### config.mk
export PLATFORM = sky130hd
export DESIGN_NAME = spi_bus_bridge
export DESIGN_NICKNAME = d
export VERILOG_FILES = /design/src/rtl/spi_bus_bridge.sv
export SDC_FILE = /design/constraint.sdc
export NUM_CORES = 1
export LEC_CHECK = 0
export CAP_MARGIN = 20
export CORE_MARGIN = 2
export CORE_UTILIZATION = 51
export DETAILED_ROUTE_END_ITERATION = 7
export GPL_ROUTABILITY_DRIVEN = 0
export PLACE_DENSITY = 0.79
export SLEW_MARGIN = 20
export SYNTH_ARGS = -nofsm -noshare
export SYNTH_HDL_FRONTEND = slang
export SYNTH_SLANG_ARGS = --single-unit
export TNS_END_PERCENT = 20
### constraint.sdc
create_clock -name clk_i -period 2.3 [get_ports clk_i]
set_input_delay 0.23 -clock clk_i [delete_from_list [all_inputs] [get_ports clk_i]]
set_output_delay 0.23 -clock clk_i [all_outputs]
set_load 0.02 [all_outputs]
### src/rtl/spi_bus_bridge.sv
// spi_bus_bridge: SPI mode-0 slave that turns command/address/data frames
// into 2-cycle peripheral-bus accesses after a CPU halt handshake.
// Ports:
//   clk_i, rst_n             : clock, synchronous active-low reset
//   sck_i, cs_n_i, mosi_i    : async SPI slave inputs
//   miso_o, miso_oe          : serial read data and its output enable
//   halt_req, halt_ack       : CPU bus release handshake
//   bus_cyc/we/addr/data_out : bus initiator, bus_sel one-hot target
//   bus_in_*                 : read data from gpios/timers/serial/sid
// Option: define SPI_BUS_BRIDGE_TIMEOUT_EN for the halt-ack timeout.
module spi_bus_bridge #(
  parameter int SYNC_STAGES    = 2,
  parameter int TIMEOUT_CYCLES = 256
) (
  input  logic       clk_i,
  input  logic       rst_n,
  input  logic       sck_i,
  input  logic       cs_n_i,
  input  logic       mosi_i,
  output logic       miso_o,
  output logic       miso_oe,
  output logic       halt_req,
  input  logic       halt_ack,
  output logic       bus_cyc,
  output logic       bus_we,
  output logic [5:0] bus_addr,
  output logic [7:0] bus_data_out,
  output logic [3:0] bus_sel,
  input  logic [7:0] bus_in_gpios,
  input  logic [7:0] bus_in_timers,
  input  logic [7:0] bus_in_serial_ports,
  input  logic [7:0] bus_in_sid
);

  typedef enum logic [2:0] {
    IDLE, CMD, ADDR, ARB, CYC, DATA
  } state_e;

  state_e state_q;

  logic [SYNC_STAGES-1:0] sck_sq;
  logic [SYNC_STAGES-1:0] cs_sq;
  logic [SYNC_STAGES-1:0] mosi_sq;
  logic       sck_prev_q;
  logic [2:0] bit_q;
  logic [6:0] rx_q;
  logic [7:0] tx_q;
  logic [7:0] wdata_q;
  logic       w_q;
  logic [1:0] sel_q;
  logic [5:0] addr_q;
  logic       cyc2_q;
  logic       halt_q;
  logic       cyc_q;
  logic       we_q;
  logic       oe_q;
  logic [7:0] dout_q;
  logic [3:0] bsel_q;

`ifdef SPI_BUS_BRIDGE_TIMEOUT_EN
  localparam int TW = $clog2(TIMEOUT_CYCLES) + 1;
  logic [TW-1:0] to_cnt_q;
  logic          to_flag_q;
`endif

  logic       sck_s;
  logic       cs_s;
  logic       mosi_s;
  logic       rise;
  logic       fall;
  logic [7:0] rx_d;
  logic [7:0] rdata;

  assign sck_s  = sck_sq[SYNC_STAGES-1];
  assign cs_s   = cs_sq[SYNC_STAGES-1];
  assign mosi_s = mosi_sq[SYNC_STAGES-1];
  assign rise   = sck_s & ~sck_prev_q;
  assign fall   = ~sck_s & sck_prev_q;
  assign rx_d   = {rx_q, mosi_s};

  always_comb begin
    rdata = bus_in_gpios;
    unique case (1'b1)
      bsel_q[1]: rdata = bus_in_timers;
      bsel_q[2]: rdata = bus_in_serial_ports;
      bsel_q[3]: rdata = bus_in_sid;
      default:   rdata = bus_in_gpios;
    endcase
  end

  always_ff @(posedge clk_i) begin
    if (!rst_n) begin
      sck_sq     <= '0;
      cs_sq      <= '1;
      mosi_sq    <= '0;
      sck_prev_q <= 1'b0;
      state_q    <= IDLE;
      bit_q      <= '0;
      rx_q       <= '0;
      tx_q       <= '0;
      wdata_q    <= '0;
      w_q        <= 1'b0;
      sel_q      <= '0;
      addr_q     <= '0;
      cyc2_q     <= 1'b0;
      halt_q     <= 1'b0;
      cyc_q      <= 1'b0;
      we_q       <= 1'b0;
      oe_q       <= 1'b0;
      dout_q     <= '0;
      bsel_q     <= '0;
`ifdef SPI_BUS_BRIDGE_TIMEOUT_EN
      to_cnt_q   <= '0;
      to_flag_q  <= 1'b0;
`endif
    end else begin
      sck_sq     <= {sck_sq[SYNC_STAGES-2:0], sck_i};
      cs_sq      <= {cs_sq[SYNC_STAGES-2:0], cs_n_i};
      mosi_sq    <= {mosi_sq[SYNC_STAGES-2:0], mosi_i};
      sck_prev_q <= sck_s;
      oe_q       <= ~cs_s;
`ifdef SPI_BUS_BRIDGE_TIMEOUT_EN
      to_cnt_q   <= '0;
`endif
      unique case (state_q)
        IDLE: begin
          halt_q <= 1'b0;
          bit_q  <= '0;
          tx_q   <= '0;
          if (!cs_s) state_q <= CMD;
        end
        CMD, ADDR, DATA: begin
          if (cs_s) begin
            state_q <= IDLE;
            halt_q  <= 1'b0;
          end else if (rise) begin
            rx_q  <= rx_d[6:0];
            bit_q <= bit_q + 3'd1;
            if (bit_q == 3'd7) begin
              if (state_q == CMD) begin
                w_q     <= rx_d[7];
                sel_q   <= rx_d[1:0];
                bsel_q  <= 4'b0001 << rx_d[1:0];
                state_q <= ADDR;
              end else if (state_q == ADDR) begin
                addr_q  <= rx_d[5:0];
                state_q <= w_q ? DATA : ARB;
              end else begin
                // reads prefetch the next address
                if (w_q) wdata_q <= rx_d;
                else     addr_q  <= addr_q + 6'd1;
                state_q <= ARB;
              end
            end
          end else if (fall && state_q == DATA && bit_q != 3'd0) begin
            // the fall after bit 8 would clobber a fresh preload
            tx_q <= {tx_q[6:0], 1'b0};
          end
        end
        ARB: begin
          halt_q <= 1'b1;
          if (cs_s) begin
            state_q <= IDLE;
            halt_q  <= 1'b0;
          end else if (halt_q && halt_ack) begin
            state_q <= CYC;
            cyc_q   <= 1'b1;
            we_q    <= w_q;
            dout_q  <= w_q ? wdata_q : 8'h00;
            cyc2_q  <= 1'b0;
          end
`ifdef SPI_BUS_BRIDGE_TIMEOUT_EN
          else if (to_cnt_q == TW'(TIMEOUT_CYCLES - 1)) begin
            to_flag_q <= 1'b1;
            if (w_q) addr_q <= addr_q + 6'd1;
            else     tx_q   <= 8'hFF;
            bit_q   <= '0;
            state_q <= DATA;
          end else begin
            to_cnt_q <= to_cnt_q + 1'b1;
          end
`endif
        end
        CYC: begin
          if (!cyc2_q) begin
            cyc2_q <= 1'b1;
          end else begin
            cyc_q  <= 1'b0;
            we_q   <= 1'b0;
            dout_q <= 8'h00;
            bit_q  <= '0;
            if (w_q) addr_q <= addr_q + 6'd1;
            else     tx_q   <= rdata;
`ifdef SPI_BUS_BRIDGE_TIMEOUT_EN
            if (!w_q && sel_q == 2'd0 && addr_q == 6'h3F)
              to_flag_q <= 1'b0;
`endif
            if (cs_s) begin
              state_q <= IDLE;
              halt_q  <= 1'b0;
            end else begin
              state_q <= DATA;
            end
          end
        end
        default: state_q <= IDLE;
      endcase
    end
  end

  assign miso_o       = tx_q[7];
  assign miso_oe      = oe_q;
  assign halt_req     = halt_q;
  assign bus_cyc      = cyc_q;
  assign bus_we       = we_q;
  assign bus_addr     = addr_q;
  assign bus_data_out = dout_q;
  assign bus_sel      = bsel_q;

endmodule

==> results.md <==
- Run status: finished, final reports clean
- Post-route cell area: about 3800 sq um
- WS Path Type: flip-flop to flip-flop
- Final Hold Vio Count: 0
- Buffers & Inverters on Critical Path: 0
- Die area: roughly 6500 sq um
- Gr ovfl total: 0
- Initial Utilization: 0.537
- Via density: 6.04
- Final min period: 2130 ps
- Routed via count: between 2000 and 3000
- Die Span Y: about 81 um
- Initial antenna violation count: 0
- Starting DRC count in detailed routing: about 220
- Count of different cell masters after synthesis: between 50 and 60
- Seq cells post-synth: 60
- Die width: ~81 um
- Nets: approximately 430
- TritonCTS clock tree: done
- Share of layout cells above drive strength 1: 0.0863
- Syn avg cell area: between 8 and 9 sq um
- Synth warn: 0
- Setup tns final: 0 ps
- Routed wire length: 7330 um
- Crit path max fanout: 10
- Clk Latency, worst-skew pair: about 350 ps
- P per Cell Area: 542 nW/um^2
- Max stage delay on crit path: between 500 and 600 ps
- CP Launch Type: flip-flop
- Cell family with most CP delay: compound AO/OA/AOI/OAI gates
- Clk pin slew, worst setup/hold paths: around 70 ps
- Ant. Diodes: 0
- Pin count of the biggest net entering global routing: 39
- Leakage: approximately 1.3 nW
- DRT antenna net count: 0
- Total CTS buffers: 9
- First-pass GRT wire length: about 12000 um
- Post-CTS sizing: 0
- Least-Margin Pin Slew: just over 600 ps
- Post-Syn Nets: about 380
- CTS sink count: 60
- Power, Total: between 0.002 and 0.0025 W
- Worst reg2reg path depth: 6
- Sequential fraction of the synthesis area: 0.401
- First-pass detailed-route iteration total: 4
- Synth area leaders: dfxtp_1, mux2i_1, nor2_1
- Count leader, synth: dfxtp_1
- Top_reg_cell synth: dfxtp_1
- EDFF count, synth: 0
- Detailed-route DRC error count: 0
- Hold Crit Depth: 1
- Fin. max-slew vios: 0
- Area share of the largest cell type after synthesis: 0.401
- # rows: 27
- Core Box Area: between 5000 and 6000 sq um
- Setup bufs post-CTS: 0
- Crit path capture type: flip-flop
- Synthesized instance count: approximately 340
- CP Depth: 6
- GRT Resource Usage Total: 0.236
- Crit path cell chain: ha_1, ha_1, or4bb_1, a2111oi_4, nand4b_1, o21ai_1
- Cells after DPL: 450
- WP data arrival: 2410 ps
- Max_cap viols: 0
- Clk Tree Root Cell: clkbuf_8
- Max IR drop VDD: 0.000504 V
- Critical path data required time: ~2600 ps
- RSZ-0062 raised after global routing: false
- Area Overhead vs Synth: 27.4%
- Slew margin rel.: 0.591
- Port Buf Inserts: 60
- CP dominant cell by count: ha_1
- Hold slack final: 405 ps
- Post-synth ARST share: 0
- Worst hold-check path type: flip-flop to flip-flop
- I/O pin cnt: 61
- Synth top cells by count: dfxtp_1, nor2_1, nand2_1, clkbuf_1, a21oi_1
- Hold buffer count at CTS: 0
- Vias in the first global route: 2556
- Final period utilization: 0.927
- Non-filler cells, final: around 470
- DP Area: about 3600 sq um
- Largest buffer count on any clock path: 2
- Area leader, netlist: dfxtp_1
- Clock Skew: 8.66 ps
- Synth Cell Area: 2990 sq um
- HPWL Detailed: 5130 um
- Critical Path Slowest Stage Cell: a2111oi_4
- Final setup violating endpoints: 0
- Highest Clock Rate: ~470 MHz
- Maximum level of the CTS H-tree: 3
- DR WL/cell: approximately 16 um
[final cells by class]
class | count | area, sq um
flip-flops and latches | 60 | 1200
inverters | 11 | 41.3
fillers | 461 | 1760
clock buffers | 11 | 141
well taps | 72 | 90.1
repair buffers | 72 | 691
multi-input cells | 235 | 1610
clock inverters | 5 | 37.5
[path summary, 6_finish.rpt]
kind                                             from  slack, ps                 endpoint
worst min-delay path              cs_sq[0]$_SDFF_PN1_        410      cs_sq[1]$_SDFF_PN1_
worst min register to register    cs_sq[0]$_SDFF_PN1_        410      cs_sq[1]$_SDFF_PN1_
worst max-delay path            bit_q[0]$_SDFFE_PN0P_        170  bus_sel[1]$_SDFFE_PN0P_
worst max register to register  bit_q[0]$_SDFFE_PN0P_        170  bus_sel[1]$_SDFFE_PN0P_
[state kept, by name, summed over array words and instances, names as in the netlist]
signal and flops:
bus_data_out 8, bit_q 3, bus_we 1, w_q 1
sck_prev_q 1, state_q 3, rx_q 7, halt_req 1
sck_sq 2, tx_q 8, bus_sel 4, miso_oe 1
bus_cyc 1, wdata_q 8, cyc2_q 1, mosi_sq 2
cs_sq 2, bus_addr 6
[worst reg2reg max path: cells and delay by family, from the launching register on]
kind / cells / cell delay, ps
AOI/OAI and AO/OA: 2 / 690
DFF: 1 / 370
adders and majority gates: 2 / 330
and+or+nand+nor: 2 / 680
[layer usage]
layer  share of wire  up-vias  GRT usage
li1                -     1363          -
met1            0.42     1357      0.283
met2            0.50       77      0.383
met3           0.048       16     0.0753
met4           0.023        0      0.112
met5               0        -          0
[power breakdown]
group | total [W] | internal [W] | leakage (nW) | switching [W]
sequential | 0.00107 | 0.00105 | 0.485 | 0.0000144
combinational | 0.000152 | 0.0000881 | 0.775 | 0.0000636
clock | 0.000849 | 0.000421 | 0.0855 | 0.000428
total | 0.00207 | 0.00156 | 1.35 | 0.000506
[per-stage QoR]
stage,setup WS (ps),utilization
2_1_floorplan,353,-
3_3_place_gp,272,0.652
3_5_place_dp,179,0.652
4_1_cts,154,0.684
5_1_grt,6.62,0.684
6_report,167,0.684
[cells in the final DEF, fill, tap and decap left out, drive strengths merged, types with 4 or more instances in the layout]
cell,n
nor2,32
a222oi,8
and2,11
clkbuf,11
dfxtp,60
nand2b,6
a211oi,4
a22oi,8
nand3,7
a311oi,7
o41ai,8
nand2,22
a21oi,17
buf,12
mux2i,16
ha,4
inv,11
nand4,4
o21ai,28
clkdlybuf4s50,60
[cell families (layout without fill, tap and decap cells)]
group	count (synthesis)	in the layout	share of synthesized area
flops	60	60	0.401
buf+inv	41	99	0.0623
simple gates	110	110	0.202
mux	16	16	0.0535
fa+ha+maj	4	4	0.0167
compound gates	105	105	0.264
Note: power is estimated with default switching activity, not from simulation.
